<file path="src/rtl/fetch_sequencer.sv">
// fetch_sequencer: producer side of the fetch-stage IR handshake.
// Holds the PC, reads instruction words from memory, presents each word on
// the IR bus with a one-cycle IR_wr strobe, and advances the PC on the IR
// acknowledge or after a bounded wait. A branch redirect squashes any fetch
// in flight.
module fetch_sequencer #(
  parameter int unsigned        ADDR_W      = 16,
  parameter int unsigned        INST_W      = 36,
  parameter logic [ADDR_W-1:0]  RESET_PC    = '0,
  parameter int unsigned        ACK_TIMEOUT = 4
) (
  input  logic              clk,
  input  logic              rst,
  input  logic              en,
  input  logic              redirect,
  input  logic [ADDR_W-1:0] redirect_pc,
  output logic              mem_req,
  output logic [ADDR_W-1:0] mem_addr,
  input  logic              mem_valid,
  input  logic [INST_W-1:0] mem_rdata,
  output logic [INST_W-1:0] inst,
  output logic              inst_oe,
  output logic              IR_wr,
  input  logic              pc_ack,
  output logic [ADDR_W-1:0] pc,
  output logic              ack_timeout
);

  typedef enum logic [2:0] {
    S_IDLE,
    S_REQ,
    S_WAIT,
    S_WRITE,
    S_ACK
  } state_t;

  localparam logic [3:0] CNT_LAST = 4'(ACK_TIMEOUT - 1);

  state_t            state;
  state_t            state_next;
  logic [ADDR_W-1:0] pc_next;
  logic              squash;
  logic              squash_next;
  logic [3:0]        cnt;
  logic              capture;
  logic              fire_timeout;
  state_t            after_insn;

  // Where to go once the current instruction has finished or been dropped.
  always_comb begin
    after_insn = en ? S_REQ : S_IDLE;
  end

  // Next-state, next-PC and strobe decode; redirect overrides any PC update.
  always_comb begin
    state_next   = state;
    pc_next      = pc;
    squash_next  = squash;
    capture      = 1'b0;
    fire_timeout = 1'b0;
    unique case (state)
      S_IDLE: begin
        if (en) state_next = S_REQ;
      end
      S_REQ: begin
        state_next = redirect ? after_insn : S_WAIT;
      end
      S_WAIT: begin
        if (redirect) begin
          // Data arriving in the redirect cycle belongs to the old path.
          if (mem_valid) begin
            squash_next = 1'b0;
            state_next  = after_insn;
          end else begin
            squash_next = 1'b1;
          end
        end else if (mem_valid) begin
          if (squash) begin
            squash_next = 1'b0;
            state_next  = after_insn;
          end else begin
            capture    = 1'b1;
            state_next = S_WRITE;
          end
        end
      end
      S_WRITE: begin
        state_next = redirect ? after_insn : S_ACK;
      end
      S_ACK: begin
        if (redirect) begin
          state_next = after_insn;
        end else if (pc_ack) begin
          pc_next    = pc + ADDR_W'(1);
          state_next = after_insn;
        end else if (cnt == CNT_LAST) begin
          pc_next      = pc + ADDR_W'(1);
          fire_timeout = 1'b1;
          state_next   = after_insn;
        end
      end
      default: begin
        state_next = S_IDLE;
      end
    endcase
    if (redirect) pc_next = redirect_pc;
  end

  // State, PC and squash flag registers.
  always_ff @(posedge clk or posedge rst) begin
    if (rst) begin
      state  <= S_IDLE;
      pc     <= RESET_PC;
      squash <= 1'b0;
    end else begin
      state  <= state_next;
      pc     <= pc_next;
      squash <= squash_next;
    end
  end

  // ACK wait counter: cleared while writing, counts each ACK cycle.
  always_ff @(posedge clk or posedge rst) begin
    if (rst) begin
      cnt <= '0;
    end else if (state == S_WRITE) begin
      cnt <= '0;
    end else if (state == S_ACK) begin
      cnt <= cnt + 4'd1;
    end
  end

  // Registered outputs, decoded from the upcoming state so each is aligned
  // with the cycle that state occupies.
  always_ff @(posedge clk or posedge rst) begin
    if (rst) begin
      mem_req     <= 1'b0;
      mem_addr    <= '0;
      inst        <= '0;
      inst_oe     <= 1'b0;
      IR_wr       <= 1'b0;
      ack_timeout <= 1'b0;
    end else begin
      mem_req     <= (state_next == S_REQ);
      if (state_next == S_REQ) mem_addr <= pc_next;
      if (capture) inst <= mem_rdata;
      inst_oe     <= (state_next == S_WRITE) || (state_next == S_ACK);
      IR_wr       <= (state_next == S_WRITE);
      ack_timeout <= fire_timeout;
    end
  end

endmodule

</file>
<file path="config.mk">
export PLATFORM = sky130hd
export DESIGN_NAME = fetch_sequencer
export DESIGN_NICKNAME = d
export VERILOG_FILES = /design/src/rtl/fetch_sequencer.sv
export SDC_FILE = /design/constraint.sdc
export NUM_CORES = 1
export LEC_CHECK = 0
export ABC_AREA = 1
export BUFFER_PORTS_ARGS = -buffer_cell sky130_fd_sc_hd__buf_4
export CELL_PAD_IN_SITES_DETAIL_PLACEMENT = 2
export CELL_PAD_IN_SITES_GLOBAL_PLACEMENT = 2
export CORE_MARGIN = 2
export CORE_UTILIZATION = 28
export CTS_BUF_LIST = sky130_fd_sc_hd__clkbuf_8
export DETAILED_ROUTE_END_ITERATION = 10
export GPL_TIMING_DRIVEN = 0
export MAX_ROUTING_LAYER = met4
export PLACE_DENSITY_LB_ADDON = 0.12
export SLEW_MARGIN = 40
export SYNTH_ARGS = -nofsm -noshare
export SYNTH_HDL_FRONTEND = slang
export SYNTH_SLANG_ARGS = --single-unit
</file>
<file path="constraint.sdc">
create_clock -name clk -period 2.5 [get_ports clk]
set_input_delay 0 -clock clk [delete_from_list [all_inputs] [get_ports clk]]
set_output_delay 0 -clock clk [all_outputs]
set_load 0.005 [all_outputs]
</file>
==> results of run 1 <==
## worst reg2reg max path: stages, from the launching register on
cell     delay (ps)
dfrtp_1         420
ha_1            250
nand2_1         190
nand3_1         100
nand2_1         110
nand3_2         110
nand4_4         150
buf_2           300
nand2_1         120
nand2_1          90
## synthesized netlist by cell type (2+ instances only)
library cell and instances:
inv_2 4, o21bai_1 3, or2_2 4, nor2_1 16, and2_1 2, dfrtp_1 80, nand2_2 2, clkbuf_1 4
ha_1 2, nand4_1 5, a21oi_1 7, nand2_1 219, nor3_1 5, o21ai_0 6, nand3_1 28, buf_2 7
inv_1 24, a21boi_0 2
## worst max-delay path by stage
stage                     slack [ps]           end    from  depth (start not counted)
after floorplan                  450         IR_wr     rst                          1
after global placement          -810        cnt[3]     rst                          2
after global routing             420  mem_addr[15]  cnt[0]                         10
final                            620   mem_addr[0]  cnt[0]                          9
after CTS                        580   mem_addr[0]  cnt[0]                          9
after detailed placement         590        pc[15]  cnt[0]                          9
## area by class of cell
class                   instances  area [um2]
plain buffers                  13       65.06
clock buffers                  12       165.2
clock inverters                 4       20.02
fillers                      1459        7054
inverters                      29       116.4
multi-input cells             318        1433
flip-flops and latches         80        2002
well taps                     172       215.2
repair buffers                185        1549
## flip-flops by register name, summed over array words and instances (netlist names)
name         flops
IR_wr            1
ack_timeout      1
cnt              4
inst            36
inst_oe          1
mem_addr        16
mem_req          1
pc              16
squash           1
state            3
## layout by cell type (no fill, tap or decap), types with 6 or more instances in the layout
| cell | netlist | routed |
|---|---|---|
| a21oi_1 | 7 | 7 |
| buf_2 | 7 | 7 |
| buf_4 | 0 | 128 |
| clkbuf_8 | 0 | 12 |
| dfrtp_1 | 80 | 80 |
| dlygate4sd3_1 | 0 | 56 |
| inv_1 | 24 | 25 |
| nand2_1 | 219 | 219 |
| nand3_1 | 28 | 28 |
| nor2_1 | 16 | 16 |
| o21ai_0 | 6 | 6 |
## cells by family after synthesis
logic type	count (synthesis)	synth area share
and+or+nand+nor	291	0.3448
DFF	80	0.5544
buffers and inverters	42	0.04885
AOI/OAI and AO/OA	25	0.04505
adders and majority gates	2	0.006929
## where the power goes
group | internal [W] | switching [W] | leakage, nW
combinational | 0.000951 | 0.000939 | 1.85
clock | 0.000435 | 0.000497 | 0.101
sequential | 0.00176 | 0.000308 | 1.01
## metal layers
metal,vias to the layer above,wire length (um),part of all wire,track usage
li1,1765,-,-,-
met1,1815,5314,0.40,0.2252
met2,88,6919,0.53,0.3684
met3,17,672,0.051,0.04700
met4,0,244,0.019,0.07078
met5,-,0,0,-
## per-stage QoR
stage / power, W / TNS, ps / cells
floorplan: 0.002830 / 0 / 440
finish: 0.004893 / 0 / 813
detailed placement: 0.003925 / 0 / 741
CTS: 0.004958 / 0 / 813
global placement: 0.003798 / -64010 / 740
global route: 0.005280 / 0 / 813
## repair_timing
item,CTS,global route
endpoints found under the setup margin,0,0
setup buffers,0,0
hold buffers,56,0
hold endpoints to repair,146,0
==> impl_metrics.json, run 1 <==
{
  "reg2reg_from": "cnt[0]",
  "netlist.area_leader.share": 0.5544,
  "ios": 130,
  "rsz0062_at_grt": "false",
  "final_antenna_net_count": 0,
  "leakage_nw": 2.965,
  "yosysSeqAreaShare": 0.5544,
  "drv_cap": 0,
  "drc": 0,
  "async_flop_share": 1.000,
  "utilization": 0.4410,
  "grt_pass1_vias": 4277,
  "dpl_cell_area_um2": 4820,
  "syn_area_um2": 3611,
  "path_buf_inv": 1,
  "worstPathRequired_ps": 2800,
  "wl_per_cell_um": 16.17,
  "setup.worst_path.start_class": "flip-flop",
  "hold_path_depth": 3,
  "hpwl_um": 9065,
  "fmax_mhz": 532.7,
  "crit_path_max_incr_delay_ps": 420,
  "dieArea_um2": 13820,
  "dr.pass1.iters": 7,
  "port_buffers": 128,
  "grt_overflow": 0,
  "hp-class": "in2reg",
  "crit_path_cell_trace": "ha_1 -> nand2_1 -> nand3_1 -> nand2_1 -> nand3_2 -> nand4_4 -> buf_2 -> nand2_1 -> nand2_1",
  "vias": 3685,
  "drt_iter0_markers": 95,
  "cp_max_fo": 10,
  "ys_warn_count": 0,
  "ys_top_cells_by_area": "dfrtp_1 (55%), nand2_1 (23%), nand3_1 (3.9%)",
  "antennaDiodeCount": 0,
  "num-nets-final": 696,
  "p_per_area_nw_per_um2": 879.3,
  "die_y_um": 117.6,
  "rr_worst_depth": 9,
  "cp-end-kind": "flip-flop",
  "area_delta_synth_final_pct": 54.12,
  "violations": "negative hold slack",
  "path_clk_slew_ps": 90,
  "r2r_slack_ps": 620,
  "clk_latency_ps": 370,
  "cts.sinks": 80,
  "syn_nets": 500,
  "h-tree-depth": 3,
  "yosysTopAreaCell": "dfrtp_1",
  "cts-resized-gates": 0,
  "place_ws_ps": 594.9,
  "drv_slew": 0,
  "crit_family": "simple AND/OR/NAND/NOR gates",
  "grt_usage": 0.2059,
  "layout-drive-gt1-share": 0.2699,
  "crit_arrival_ps": 2180,
  "grt_pass1_wl_um": 21880,
  "via_per_inst": 4.533,
  "finalHoldViolations": 1,
  "cpMostUsedCell": "nand2_1",
  "cts_tree": "built",
  "gp_congestion": 0.7537,
  "path_class": "reg2reg",
  "tightest_slew_ps": 730.3,
  "slew_headroom": 0.5094,
  "fin_area_um2": 5565,
  "ys_ff_latch": 80,
  "setup_slack_ps": 622.9,
  "regToRegEndpoint": "mem_addr[0]",
  "postRouteWirelength_um": 13150,
  "synthDistinctLibCells": 38,
  "cts_root_buf": "clkbuf_8",
  "die_x_um": 117.6,
  "synth_enable_flop_cells": 0,
  "post-route-period-util": 0.7509,
  "core_um2": 12620,
  "start_util": 0.2861,
  "synth_ff_type": "dfrtp_1",
  "setup_viol": 0,
  "hp-start": "redirect",
  "syn_avg_cell_area_um2": 8.207,
  "synth_cells": 440,
  "ir_drop_mv": 0.3679,
  "outcome": "finished with violations",
  "crit_slowest_cell": "dfrtp_1",
  "clockBufferDepth": 2,
  "hold_ws_ps": -5.766,
  "grt_max_degree": 51,
  "cts_buffers": 9,
  "period_minus_slack_ps": 1877,
  "rows": 41,
  "antenna_found_initial": 0,
  "fin_worst_skew_ps": 12.83,
  "min_to": "pc[2]"
}
No activity file was read; power rests on OpenSTA's default activity.
==> inputs of run 2 (changes only) <==
CORE_UTILIZATION = 26   (was 28)
clock period = 1.66 ns   (was 2.5 ns; I/O delays follow)
==> impl_metrics.json, run 2 (synthesis gave the netlist of run 1 again) <==
{
  "outcome": "finished with violations",
  "violations": "negative setup slack",
  "slew_headroom": 0.6046,
  "grt_usage": 0.2038,
  "hp-class": "in2reg",
  "grt_max_degree": 21,
  "setup_slack_ps": -32.49,
  "final_common_cell": "nand2_1",
  "postRouteWirelength_um": 14580,
  "area_delta_synth_final_pct": 71.28,
  "antenna_found_initial": 0,
  "port_buffers": 128,
  "grt_pass1_vias": 4312,
  "setup_viol": 12,
  "grt_pass1_wl_um": 22460,
  "clockBufferDepth": 2,
  "crit_slowest_cell": "dfrtp_1",
  "finalPower_w": 0.008176,
  "clk_latency_ps": 370,
  "h-tree-depth": 3,
  "final_antenna_net_count": 0,
  "r2r_slack_ps": -30,
  "tightest_slew_ps": 593.1,
  "p_per_area_nw_per_um2": 1322,
  "dieArea_um2": 14850,
  "dr.pass1.iters": 4,
  "path_clk_slew_ps": 80,
  "largest_registers": "inst x36, mem_addr x16, pc x16",
  "crit_path_cell_trace": "inv_2 -> nor3_4 -> buf_6 -> a21oi_4 -> nand4_4 -> clkinv_4 -> buf_8 -> nand2_2 -> nand2_2",
  "die_y_um": 121.9,
  "fmax_mhz": 590.8,
  "vias": 3844,
  "finalHoldViolations": 0,
  "num-nets-final": 726,
  "drt_iter0_markers": 142,
  "worstPathRequired_ps": 1920,
  "crit_path_max_incr_delay_ps": 420,
  "start_util": 0.2632,
  "drv_cap": 0,
  "mostFrequentLayoutCells": "nand2_1 (195), buf_4 (151), dfrtp_1 (74)",
  "cts_tree": "built",
  "post-route-period-util": 1.020,
  "gp_congestion": 0.7640,
  "cts.sinks": 80,
  "cp_max_fo": 5,
  "drv_slew": 0,
  "ios": 130,
  "setup.worst_path.start_class": "flip-flop",
  "rows": 43,
  "via_per_inst": 4.528,
  "wl_per_cell_um": 17.17,
  "cts_root_buf": "clkbuf_8",
  "reg2reg_from": "state[1]",
  "cpMostUsedCell": "nand2_2",
  "die_x_um": 121.9,
  "largest_reg_flops": 36,
  "largest-register": "inst",
  "ir_drop_mv": 0.5841,
  "cts_buffers": 9,
  "crit_arrival_ps": 1950,
  "fin_worst_skew_ps": 14.89,
  "hold_ws_ps": 0.9364,
  "hp-start": "redirect_pc[12]",
  "path_class": "reg2reg",
  "fillers": 1531,
  "cp-end-kind": "flip-flop",
  "leakage_nw": 3.218,
  "grt_overflow": 0,
  "final.setup.tns_ps": -192.7,
  "layout-drive-gt1-share": 0.3827,
  "rsz0062_at_grt": "true",
  "core_um2": 13720,
  "place_ws_ps": -194.8,
  "cp-startpoint": "state[1]",
  "period_minus_slack_ps": 1692,
  "antennaDiodeCount": 0,
  "drc": 0,
  "hpwl_um": 9512
}
==> run 2: cell types whose count changed in the layout (fill, tap and decap cells not counted), sizes merged <==
cell / delta
clkbuf: +2
bufinv: +1
dlygate4sd3: -1
clkinvlp: +1
nor2: +1
inv: -4
clkinv: +1
buf: +27
==> run 2: cell type report <==
cell class	count	area (um2)	area share
Clock buffer	11	151.4	0.02448
Timing Repair Buffer	215	1873	0.3029
Sequential cell	80	2009	0.3249
Buffer	12	77.57	0.01254
Clock inverter	3	42.54	0.006878
Multi-Input combinational cell	319	1685	0.2725
Tap cell	180	225.2	0.03642
Inverter	29	120.1	0.01942
==> run 2: per-layer routing <==
layer,global-route usage,wire [um],vias to the layer above,part of all wire
met2,0.3656,7951,77,0.55
met5,-,0,-,0
met3,0.04494,614,12,0.042
li1,-,-,1823,-
met1,0.2267,5845,1932,0.40
met4,0.05891,169,0,0.012
==> run 2: worst max-delay path, delay by kind of cell (launching register included) <==
kind | cells | cell delay, ps
flops | 1 | 420
simple gates | 4 | 570
compound gates | 1 | 60
buf+inv | 4 | 540
==> run 2: worst paths after layout <==
check | endpoint | depth (start not counted)
min | mem_addr[12] | 4
max | mem_addr[7] | 9
min reg2reg | inst[5] | 2
max in group asynchronous | mem_addr[12] | 6
max reg2reg | mem_addr[7] | 9
min in group asynchronous | inst[16] | 3
==> run 2: stage by stage <==
| stage | cell area, um2 | cells | util |
|---|---|---|---|
| 3_5_place_dp | 4911 | 752 | 0.3580 |
| 4_1_cts | 5786 | 834 | 0.4217 |
| 2_1_floorplan | 3615 | 440 | - |
| 6_report | 6185 | 849 | 0.4508 |
| 5_1_grt | 6185 | 849 | 0.4508 |
| 3_3_place_gp | 4801 | 748 | 0.3499 |
==> run 2: power breakdown <==
part	switching, W	internal, W	leakage [nW]	total [W]
sequential	0.000500	0.00266	1.00	0.00316
clock	0.000782	0.000760	0.0973	0.00154
combinational	0.00165	0.00183	2.12	0.00347
total	0.00293	0.00525	3.22	0.00818
==> run 2: repair_timing <==
action	4_1_cts	5_1_grt
hold endpoints to repair	94	0
gates resized for setup	14	73
hold buffers	55	0
gates cloned	1	1
endpoints found under the setup margin	52	37
setup buffers	12	15
pin swaps	5	22
